### config.mk
export PLATFORM = sky130hd
export DESIGN_NAME = seventeen_bit_adder_reg_flat
export DESIGN_NICKNAME = d
export VERILOG_FILES = /design/src/rtl/seventeen_bit_adder_reg_pkg.sv /design/src/rtl/seventeen_bit_adder_reg_if.sv /design/src/rtl/seventeen_bit_adder_reg_full_adder_cell.sv /design/src/rtl/seventeen_bit_adder_reg.sv /design/src/flat_wrapper.sv
export SDC_FILE = /design/constraint.sdc
export NUM_CORES = 1
export LEC_CHECK = 0
export BUFFER_PORTS_ARGS = -buffer_cell sky130_fd_sc_hd__buf_2
export CAP_MARGIN = 25
export CORE_UTILIZATION = 35
export CTS_CLUSTER_SIZE = 28
export DETAILED_ROUTE_END_ITERATION = 16
export PLACE_DENSITY_LB_ADDON = 0.12
export RECOVER_POWER = 50
export SYNTH_ARGS = -nofsm -noshare
export SYNTH_HDL_FRONTEND = slang
export SYNTH_HIERARCHICAL = 1
export SYNTH_SLANG_ARGS = --single-unit
### constraint.sdc
create_clock -name clk -period 2.05 [get_ports clk]
set_input_delay 0.615 -clock clk [delete_from_list [all_inputs] [get_ports clk]]
set_output_delay 0.615 -clock clk [all_outputs]
set_load 0.005 [all_outputs]
### src/rtl/seventeen_bit_adder_reg_pkg.sv
// Shared constants and types for the registered 17-bit ripple adder.
`default_nettype none

package seventeen_bit_adder_reg_pkg;

  localparam int ADDER_WIDTH  = 17;
  localparam int RESULT_WIDTH = ADDER_WIDTH + 1;

  // Full exact result of a + b + c_in: carry-out on top of the sum.
  typedef struct packed {
    logic                   c_out;
    logic [ADDER_WIDTH-1:0] sum;
  } adder_result_t;

endpackage

`default_nettype wire

### src/rtl/seventeen_bit_adder_reg_if.sv
// Operand/result bundle between the adder and its producer/consumer.
`default_nettype none

interface seventeen_bit_adder_reg_if
  import seventeen_bit_adder_reg_pkg::*;
#(
  parameter int WIDTH = ADDER_WIDTH
) ();

  logic             in_valid;
  logic [WIDTH-1:0] a;
  logic [WIDTH-1:0] b;
  logic             c_in;
  logic [WIDTH-1:0] sum;
  logic             c_out;
  logic             out_valid;

  modport master (
    output in_valid, a, b, c_in,
    input  sum, c_out, out_valid
  );

  modport slave (
    input  in_valid, a, b, c_in,
    output sum, c_out, out_valid
  );

endinterface

`default_nettype wire

### src/rtl/seventeen_bit_adder_reg_full_adder_cell.sv
// One-bit full adder: the repeated cell of the ripple chain.
`default_nettype none

module full_adder_cell (
  input  wire logic x,
  input  wire logic y,
  input  wire logic ci,
  output logic      s,
  output logic      co
);

  logic p;

  assign p  = x ^ y;
  assign s  = p ^ ci;
  assign co = (x & y) | (ci & p);

endmodule

`default_nettype wire

### src/rtl/seventeen_bit_adder_reg.sv
// Ripple-carry adder with a one-cycle registered result and travelling valid flag.
`default_nettype none

module seventeen_bit_adder_reg
  import seventeen_bit_adder_reg_pkg::*;
#(
  parameter int WIDTH = ADDER_WIDTH
) (
  input  wire logic               clk,
  input  wire logic               rst_n,
  seventeen_bit_adder_reg_if.slave bus
);

  logic [WIDTH:0]   carry;
  logic [WIDTH-1:0] sum_d;
  logic [WIDTH-1:0] sum_q;
  logic             c_out_q;
  logic             valid_q;

  assign carry[0] = bus.c_in;

  for (genvar i = 0; i < WIDTH; i++) begin : g_cell
    full_adder_cell u_cell (
      .x  (bus.a[i]),
      .y  (bus.b[i]),
      .ci (carry[i]),
      .s  (sum_d[i]),
      .co (carry[i+1])
    );
  end

  // Data only loads on valid so idle-cycle operand garbage never disturbs the held result.
  always_ff @(posedge clk or negedge rst_n) begin
    if (!rst_n) begin
      sum_q   <= '0;
      c_out_q <= 1'b0;
      valid_q <= 1'b0;
    end else begin
      valid_q <= bus.in_valid;
      if (bus.in_valid) begin
        sum_q   <= sum_d;
        c_out_q <= carry[WIDTH];
      end
    end
  end

  assign bus.sum       = sum_q;
  assign bus.c_out     = c_out_q;
  assign bus.out_valid = valid_q;

endmodule

`default_nettype wire

### src/flat_wrapper.sv
// flat-port wrapper written by rule: the top's interface ports become plain ports
module seventeen_bit_adder_reg_flat import seventeen_bit_adder_reg_pkg::*;
#(
  parameter int WIDTH = ADDER_WIDTH
)
  (clk, rst_n, bus_in_valid, bus_a, bus_b, bus_c_in, bus_sum, bus_c_out, bus_out_valid);
  seventeen_bit_adder_reg_if #(.WIDTH(WIDTH)) bus_i ();
  input  wire logic clk;
  input  wire logic rst_n;
  input wire logic [$bits(bus_i.in_valid)-1:0] bus_in_valid;
  input wire logic [$bits(bus_i.a)-1:0] bus_a;
  input wire logic [$bits(bus_i.b)-1:0] bus_b;
  input wire logic [$bits(bus_i.c_in)-1:0] bus_c_in;
  output wire logic [$bits(bus_i.sum)-1:0] bus_sum;
  output wire logic [$bits(bus_i.c_out)-1:0] bus_c_out;
  output wire logic [$bits(bus_i.out_valid)-1:0] bus_out_valid;
  assign bus_i.in_valid = bus_in_valid;
  assign bus_i.a = bus_a;
  assign bus_i.b = bus_b;
  assign bus_i.c_in = bus_c_in;
  assign bus_sum = bus_i.sum;
  assign bus_c_out = bus_i.c_out;
  assign bus_out_valid = bus_i.out_valid;
  seventeen_bit_adder_reg #(.WIDTH(WIDTH)) u_core (.clk(clk), .rst_n(rst_n), .bus(bus_i));
endmodule
### Word-level counts from Yosys, hierarchy flattened

Cells that the tools add are included.
W data, S select, Z words.

* output and inout bits: 19
* RAM bits: 0
* input bits: 38
* bits in latches: 0
* register bits after elaboration: 19
* memories kept: 0
* memory bits (read-only): 0
* logic and storage cells: 88

* $mul: 0
* muxes and demuxes: 0
* reductions and logical operators: 0
* divide/modulo/power cells: 0
* eq/ne operators: 0
* bitwise operators: 85
* add/subtract/negate cells: 0
* shift operators: 0
* magnitude comparators: 0

Operator list (count)
* $and A1 B1 Y1: 34
* $xor A1 B1 Y1: 34
* $or A1 B1 Y1: 17

### Logic depth before layout (Yosys ltp)

* depth after elaboration: 35
* gate-level depth with buffers: 18
* gate-level depth less buffers: 18

### Hierarchy

The synthesis kept the hierarchy.

By module, submodules not included
* seventeen_bit_adder_reg: seq. area each 475.5 µm², area each 747.0 µm², cells each 39, times used 1
* full_adder_cell: seq. area each 0.0 µm², area each 20.0 µm², cells each 1, times used 17

### Least setup slack after synthesis

No wires, ideal clock.

* path type: input-to-reg
* from: in bus_b[0]
* to: reg u_core.sum_q[16], in the netlist u_core/bus.sum[16]
* setup time: 125 ps
* stages on the path: 18
* slack: -5478 ps
* data arrival time: 7403 ps
* cell sequence: fa_1 -> fa_1 -> fa_1 -> fa_1 -> fa_1 -> fa_1 -> fa_1 -> fa_1 -> fa_1 -> fa_1 -> fa_1 -> fa_1 -> fa_1 -> fa_1 -> fa_1 -> fa_1 -> fa_1 -> mux2_2

* longest elaborated chain between the ends: 34
* elaborated cells on any way between the ends: 35
* those cells by class: 35 x bitwise

Ends and longest elaborated chain
* start: declaration: line flat_wrapper.sv:12 `input wire logic [$bits(bus_i.b)-1:0] bus_b;`
* $xor A1 B1 Y1: line seventeen_bit_adder_reg_full_adder_cell.sv:14 `assign p = x ^ y;`
* $and A1 B1 Y1: line seventeen_bit_adder_reg_full_adder_cell.sv:16 `assign co = (x & y) | (ci & p);`
* $or A1 B1 Y1 *: line seventeen_bit_adder_reg_full_adder_cell.sv:16
* $and A1 B1 Y1 *: line seventeen_bit_adder_reg_full_adder_cell.sv:16
* $or A1 B1 Y1 *: line seventeen_bit_adder_reg_full_adder_cell.sv:16
* net u_core.carry[2]: line seventeen_bit_adder_reg.sv:14 `logic [WIDTH:0] carry;`
* $and A1 B1 Y1 *: line seventeen_bit_adder_reg_full_adder_cell.sv:16
* $or A1 B1 Y1 *: line seventeen_bit_adder_reg_full_adder_cell.sv:16
* net u_core.carry[3]: line seventeen_bit_adder_reg.sv:14
* (+2 left out)
* net u_core.carry[4]: line seventeen_bit_adder_reg.sv:14
* (+2 left out)
* net u_core.carry[5]: line seventeen_bit_adder_reg.sv:14
* (+2 left out)
* net u_core.carry[6]: line seventeen_bit_adder_reg.sv:14
* (+2 left out)
* net u_core.carry[7]: line seventeen_bit_adder_reg.sv:14
* (+2 left out)
* net u_core.carry[8]: line seventeen_bit_adder_reg.sv:14
* (+2 left out)
* net u_core.carry[9]: line seventeen_bit_adder_reg.sv:14
* (+2 left out)
* net u_core.carry[10]: line seventeen_bit_adder_reg.sv:14
* (+2 left out)
* net u_core.carry[11]: line seventeen_bit_adder_reg.sv:14
* (+2 left out)
* net u_core.carry[12]: line seventeen_bit_adder_reg.sv:14
* (+2 left out)
* net u_core.carry[13]: line seventeen_bit_adder_reg.sv:14
* (+2 left out)
* net u_core.carry[14]: line seventeen_bit_adder_reg.sv:14
* $and A1 B1 Y1 *: line seventeen_bit_adder_reg_full_adder_cell.sv:16
* $or A1 B1 Y1 *: line seventeen_bit_adder_reg_full_adder_cell.sv:16
* net u_core.carry[15]: line seventeen_bit_adder_reg.sv:14
* $and A1 B1 Y1 *: line seventeen_bit_adder_reg_full_adder_cell.sv:16
* $or A1 B1 Y1 *: line seventeen_bit_adder_reg_full_adder_cell.sv:16
* net u_core.carry[16]: line seventeen_bit_adder_reg.sv:14
* $xor A1 B1 Y1 *: line seventeen_bit_adder_reg_full_adder_cell.sv:15 `assign s = p ^ ci;`
* net u_core.sum_d[16]: line seventeen_bit_adder_reg.sv:15 `logic [WIDTH-1:0] sum_d;`
* end signal: assignment: line seventeen_bit_adder_reg.sv:41 `sum_q <= sum_d;`
* end: declaration: line seventeen_bit_adder_reg.sv:16 `logic [WIDTH-1:0] sum_q;`

Mark *: on every way through the listed nets, which the timed path passes. The rest lies on a longest branch.
A chain may end at the register's enable or synchronous reset.

### Worst setup path in the final report

* from: in bus_b[0]
* to: reg u_core.sum_q[16], in the netlist u_core/bus.sum[16]

* longest elaborated chain between the ends: 34
* elaborated cells on any way between the ends: 35
* those cells by class: 35 x bitwise

Ends and longest elaborated chain (line)
* $xor A1 B1 Y1: seventeen_bit_adder_reg_full_adder_cell.sv:14
* $and A1 B1 Y1: seventeen_bit_adder_reg_full_adder_cell.sv:16
* $or A1 B1 Y1 *: seventeen_bit_adder_reg_full_adder_cell.sv:16
* net u_core.carry[1]: seventeen_bit_adder_reg.sv:14
* $and A1 B1 Y1 *: seventeen_bit_adder_reg_full_adder_cell.sv:16
* $or A1 B1 Y1 *: seventeen_bit_adder_reg_full_adder_cell.sv:16
* net u_core.carry[2]: seventeen_bit_adder_reg.sv:14
* $and A1 B1 Y1 *: seventeen_bit_adder_reg_full_adder_cell.sv:16
* (+1 left out)
* net u_core.carry[3]: seventeen_bit_adder_reg.sv:14
* (+2 left out)
* net u_core.carry[4]: seventeen_bit_adder_reg.sv:14
* (+2 left out)
* net u_core.carry[5]: seventeen_bit_adder_reg.sv:14
* (+2 left out)
* net u_core.carry[6]: seventeen_bit_adder_reg.sv:14
* (+2 left out)
* net u_core.carry[7]: seventeen_bit_adder_reg.sv:14
* (+2 left out)
* net u_core.carry[8]: seventeen_bit_adder_reg.sv:14
* (+2 left out)
* net u_core.carry[9]: seventeen_bit_adder_reg.sv:14
* (+2 left out)
* net u_core.carry[10]: seventeen_bit_adder_reg.sv:14
* (+2 left out)
* net u_core.carry[11]: seventeen_bit_adder_reg.sv:14
* (+2 left out)
* net u_core.carry[12]: seventeen_bit_adder_reg.sv:14
* (+2 left out)
* net u_core.carry[13]: seventeen_bit_adder_reg.sv:14
* (+2 left out)
* net u_core.carry[14]: seventeen_bit_adder_reg.sv:14
* $and A1 B1 Y1 *: seventeen_bit_adder_reg_full_adder_cell.sv:16
* $or A1 B1 Y1 *: seventeen_bit_adder_reg_full_adder_cell.sv:16
* net u_core.carry[15]: seventeen_bit_adder_reg.sv:14
* $and A1 B1 Y1 *: seventeen_bit_adder_reg_full_adder_cell.sv:16
* $or A1 B1 Y1 *: seventeen_bit_adder_reg_full_adder_cell.sv:16
* net u_core.carry[16]: seventeen_bit_adder_reg.sv:14
* $xor A1 B1 Y1 *: seventeen_bit_adder_reg_full_adder_cell.sv:15
* net u_core.sum_d[16]: seventeen_bit_adder_reg.sv:15

Marks and branches as above.

==> impl_metrics.yaml <==
status:
  outcome: "finished, violations left"
  violations: "DRC, setup timing"
global_route:
  grt_pass1_wl_um: 3130
  grt_overflow: 0
  grt_max_degree: 20
  track_usage_pct: 12.5
  antenna_found_initial: 0
  grt_pass1_vias: 725
floorplan:
  die-area_mm2: 0.00333
  core-area_mm2: 0.00285
  io_pins: 57
  die_h_um: 57.7
  die-width_um: 57.7
  start_util_pct: 38.1
  fp-row-count: 19
layout:
  postLayoutCoreUtil_pct: 51.4
  drive_gt1_share_pct: 81.6
  finalNetCount: 170
  final_common_cell: "buf_2"
  n_antenna_cell: 0
  area_delta_synth_final_pct: 35.0
  mostFrequentLayoutCells: "54 x buf_2, 19 x dfrtp_1, 17 x fa_2, 15 x mux2_4"
  fill_cells: 254
clock_tree:
  cts_tree: "done"
  clk_latency_ns: 0.29
  cts_hold_buffers: 0
  htreeDepth: 1
  cts.sinks: 19
  cts.clk_slew.worst_paths_ns: 0.11
  cts_root_buf: "clkbuf_4"
  cts_made_buffers: 3
  clock_path_buffers: 2
place:
  place_congestion: 0.629
  hpwlAfterDp_um: 1500
  portBuffers: 56
critical_path:
  r2r_end: "u_core/bus.sum[5]"
  critPathKind: "primary input to register"
  critPathRequiredTime_ns: 2.24
  rrSetupSlack_ns: 1.27
  cp-end-kind: "register"
  start_kind: "primary input"
  r2r-start: "u_core/bus.sum[5]"
  path_max_fanout: 1
  arrival_ns: 7.02
  rr_worst_depth: 1
timing:
  fin_skew_ns: 0
  finalHoldViolCount: 0
  rsz0062_at_grt: "true"
  timing.setup.tns_ns: -39.89
  maxSlewViolCount: 0
  layout_setup_ws_ns: -4.78
  worst_slew_pin_slew_ns: 0.987
  post-route-period-util_pct: 333
  max_freq_mhz: 146
  setup_violations: 15
  slew_headroom_pct: 34.2
  finalCriticalPeriod_ns: 6.83
job:
  drv_cap: 0
power:
  power.leakage_uw: 0.000702
  ir_drop_v: 0.000265
  pwr-share-clk_pct: 17.4
  pwr-share-seq_pct: 47.8
  power.switching_uw: 286
  power_density_mw_per_mm2: 720
  cellInternalPower_uw: 770
  power_frac_comb_pct: 34.8
  power_uw: 1060
  p_sw_share_pct: 27.1
detailed_routing:
  num_vias: 676
  firstDrtPassIters: 10
  dr.first_iter.drc_count: 11
  drcViolationCount: 4
  viasPerCell: 4.66
  finalWirelength_um: 1850
  avgRoutedWirePerCell_um: 12.8
  ant_nets: 0
synthesis:
  ys_ff_latch: 19
  synthAdderAreaFrac_pct: 31.3
  syn_nets: 111
  yosysSeqAreaShare_pct: 43.7
  synthCells: 56
  yosysUniqueCellTypes: 6
  ys.warnings.count: 6
  synth_compound_area_share_pct: 0
  synth_top_family_by_area: "adder cells"
  synth_area_mm2: 0.00109
  synthXorXnorAreaFrac_pct: 0
  syn_avg_cell_area_um2: 19.4
  synth-simple-area-share_pct: 0
  synth.area.mux_share_pct: 22.1
worst_hold_path:
  hold_class: "primary input to async pin"
area by class of cell:
cell class | count | area [µm²] | share of cell area, %
Multi-Input combinational cell | 35 | 642 | 43.7
Clock buffer | 4 | 26.3 | 1.79
Timing Repair Buffer | 56 | 285 | 19.4
Sequential cell | 19 | 475 | 32.4
Tap cell | 31 | 38.8 | 2.64
logic make-up after synthesis:
group                      count (synthesis)
DFF                                       19
buffers and inverters                      2
adders and majority gates                 17
muxes                                     18
synth_stat cells, drive strengths merged:
master	n	share of area, %
dfrtp	19	44
mux2	18	22
fa	17	31
buf	2	2.9
power by group through the flow:
stage	Clock [µW]	Combinational (µW)	Sequential, µW
3_5_place_dp	0	359	510
2_1_floorplan	0	180	518
5_1_grt	211	409	517
6_report	184	368	505
3_3_place_gp	0	350	510
4_1_cts	193	373	506
registers in the layout (all words and copies together), names as in the netlist:
signal                count
u_core/bus.out_valid      1
u_core/bus.c_out          1
u_core/bus.sum           17
worst max-delay path by stage:
stage / startpoint / endpoint / slack, ns / cells past startpoint
detailed placement: bus_b[0] / u_core/bus.sum[16] / -5.13 / 19
finish: bus_b[0] / u_core/bus.sum[16] / -4.78 / 19
CTS: bus_b[0] / u_core/bus.sum[16] / -4.80 / 19
global placement: bus_b[0] / u_core/bus.sum[16] / -5.08 / 19
global route: bus_b[0] / u_core/bus.sum[16] / -4.92 / 19
floorplan: bus_b[0] / u_core/bus.sum[16] / -4.83 / 18
stage by stage:
step / setup slack (ns) / hold WS (ns) / cells / instance area (µm²)
2_1_floorplan: -4.83 / 0.319 / 56 / 1130
3_3_place_gp: -5.08 / 0.485 / 141 / 1420
3_5_place_dp: -5.13 / 0.490 / 141 / 1420
4_1_cts: -4.80 / 0.254 / 145 / 1470
5_1_grt: -4.92 / 0.524 / 145 / 1470
6_report: -4.78 / 0.452 / 145 / 1470
critical path, cell delays in order:
cell    delay [ns]
buf_6         0.09
fa_2          0.38
fa_2          0.37
fa_2          0.35
fa_2          0.35
fa_2          0.35
fa_2          0.34
fa_2          0.35
fa_2          0.35
fa_2          0.34
fa_2          0.35
fa_2          0.35
fa_2          0.35
fa_2          0.35
fa_2          0.35
fa_2          0.37
fa_2          0.35
fa_2          0.40
mux2_4        0.26
repair_timing:
| action | in CTS | in global routing |
|---|---|---|
| gates resized for setup | 5 | 1 |
| buffers inserted | 0 | 0 |
| endpoints found under the setup margin | 15 | 15 |
routing by layer:
metal | track usage, % | vias up | routed length [µm]
li1 | - | 304 | -
met1 | 15.5 | 337 | 745
met2 | 20.9 | 33 | 938
met3 | 2.46 | 2 | 139
met4 | 6.12 | 0 | 27
met5 | 0 | - | 0
Power figures use the tool's default switching activity.
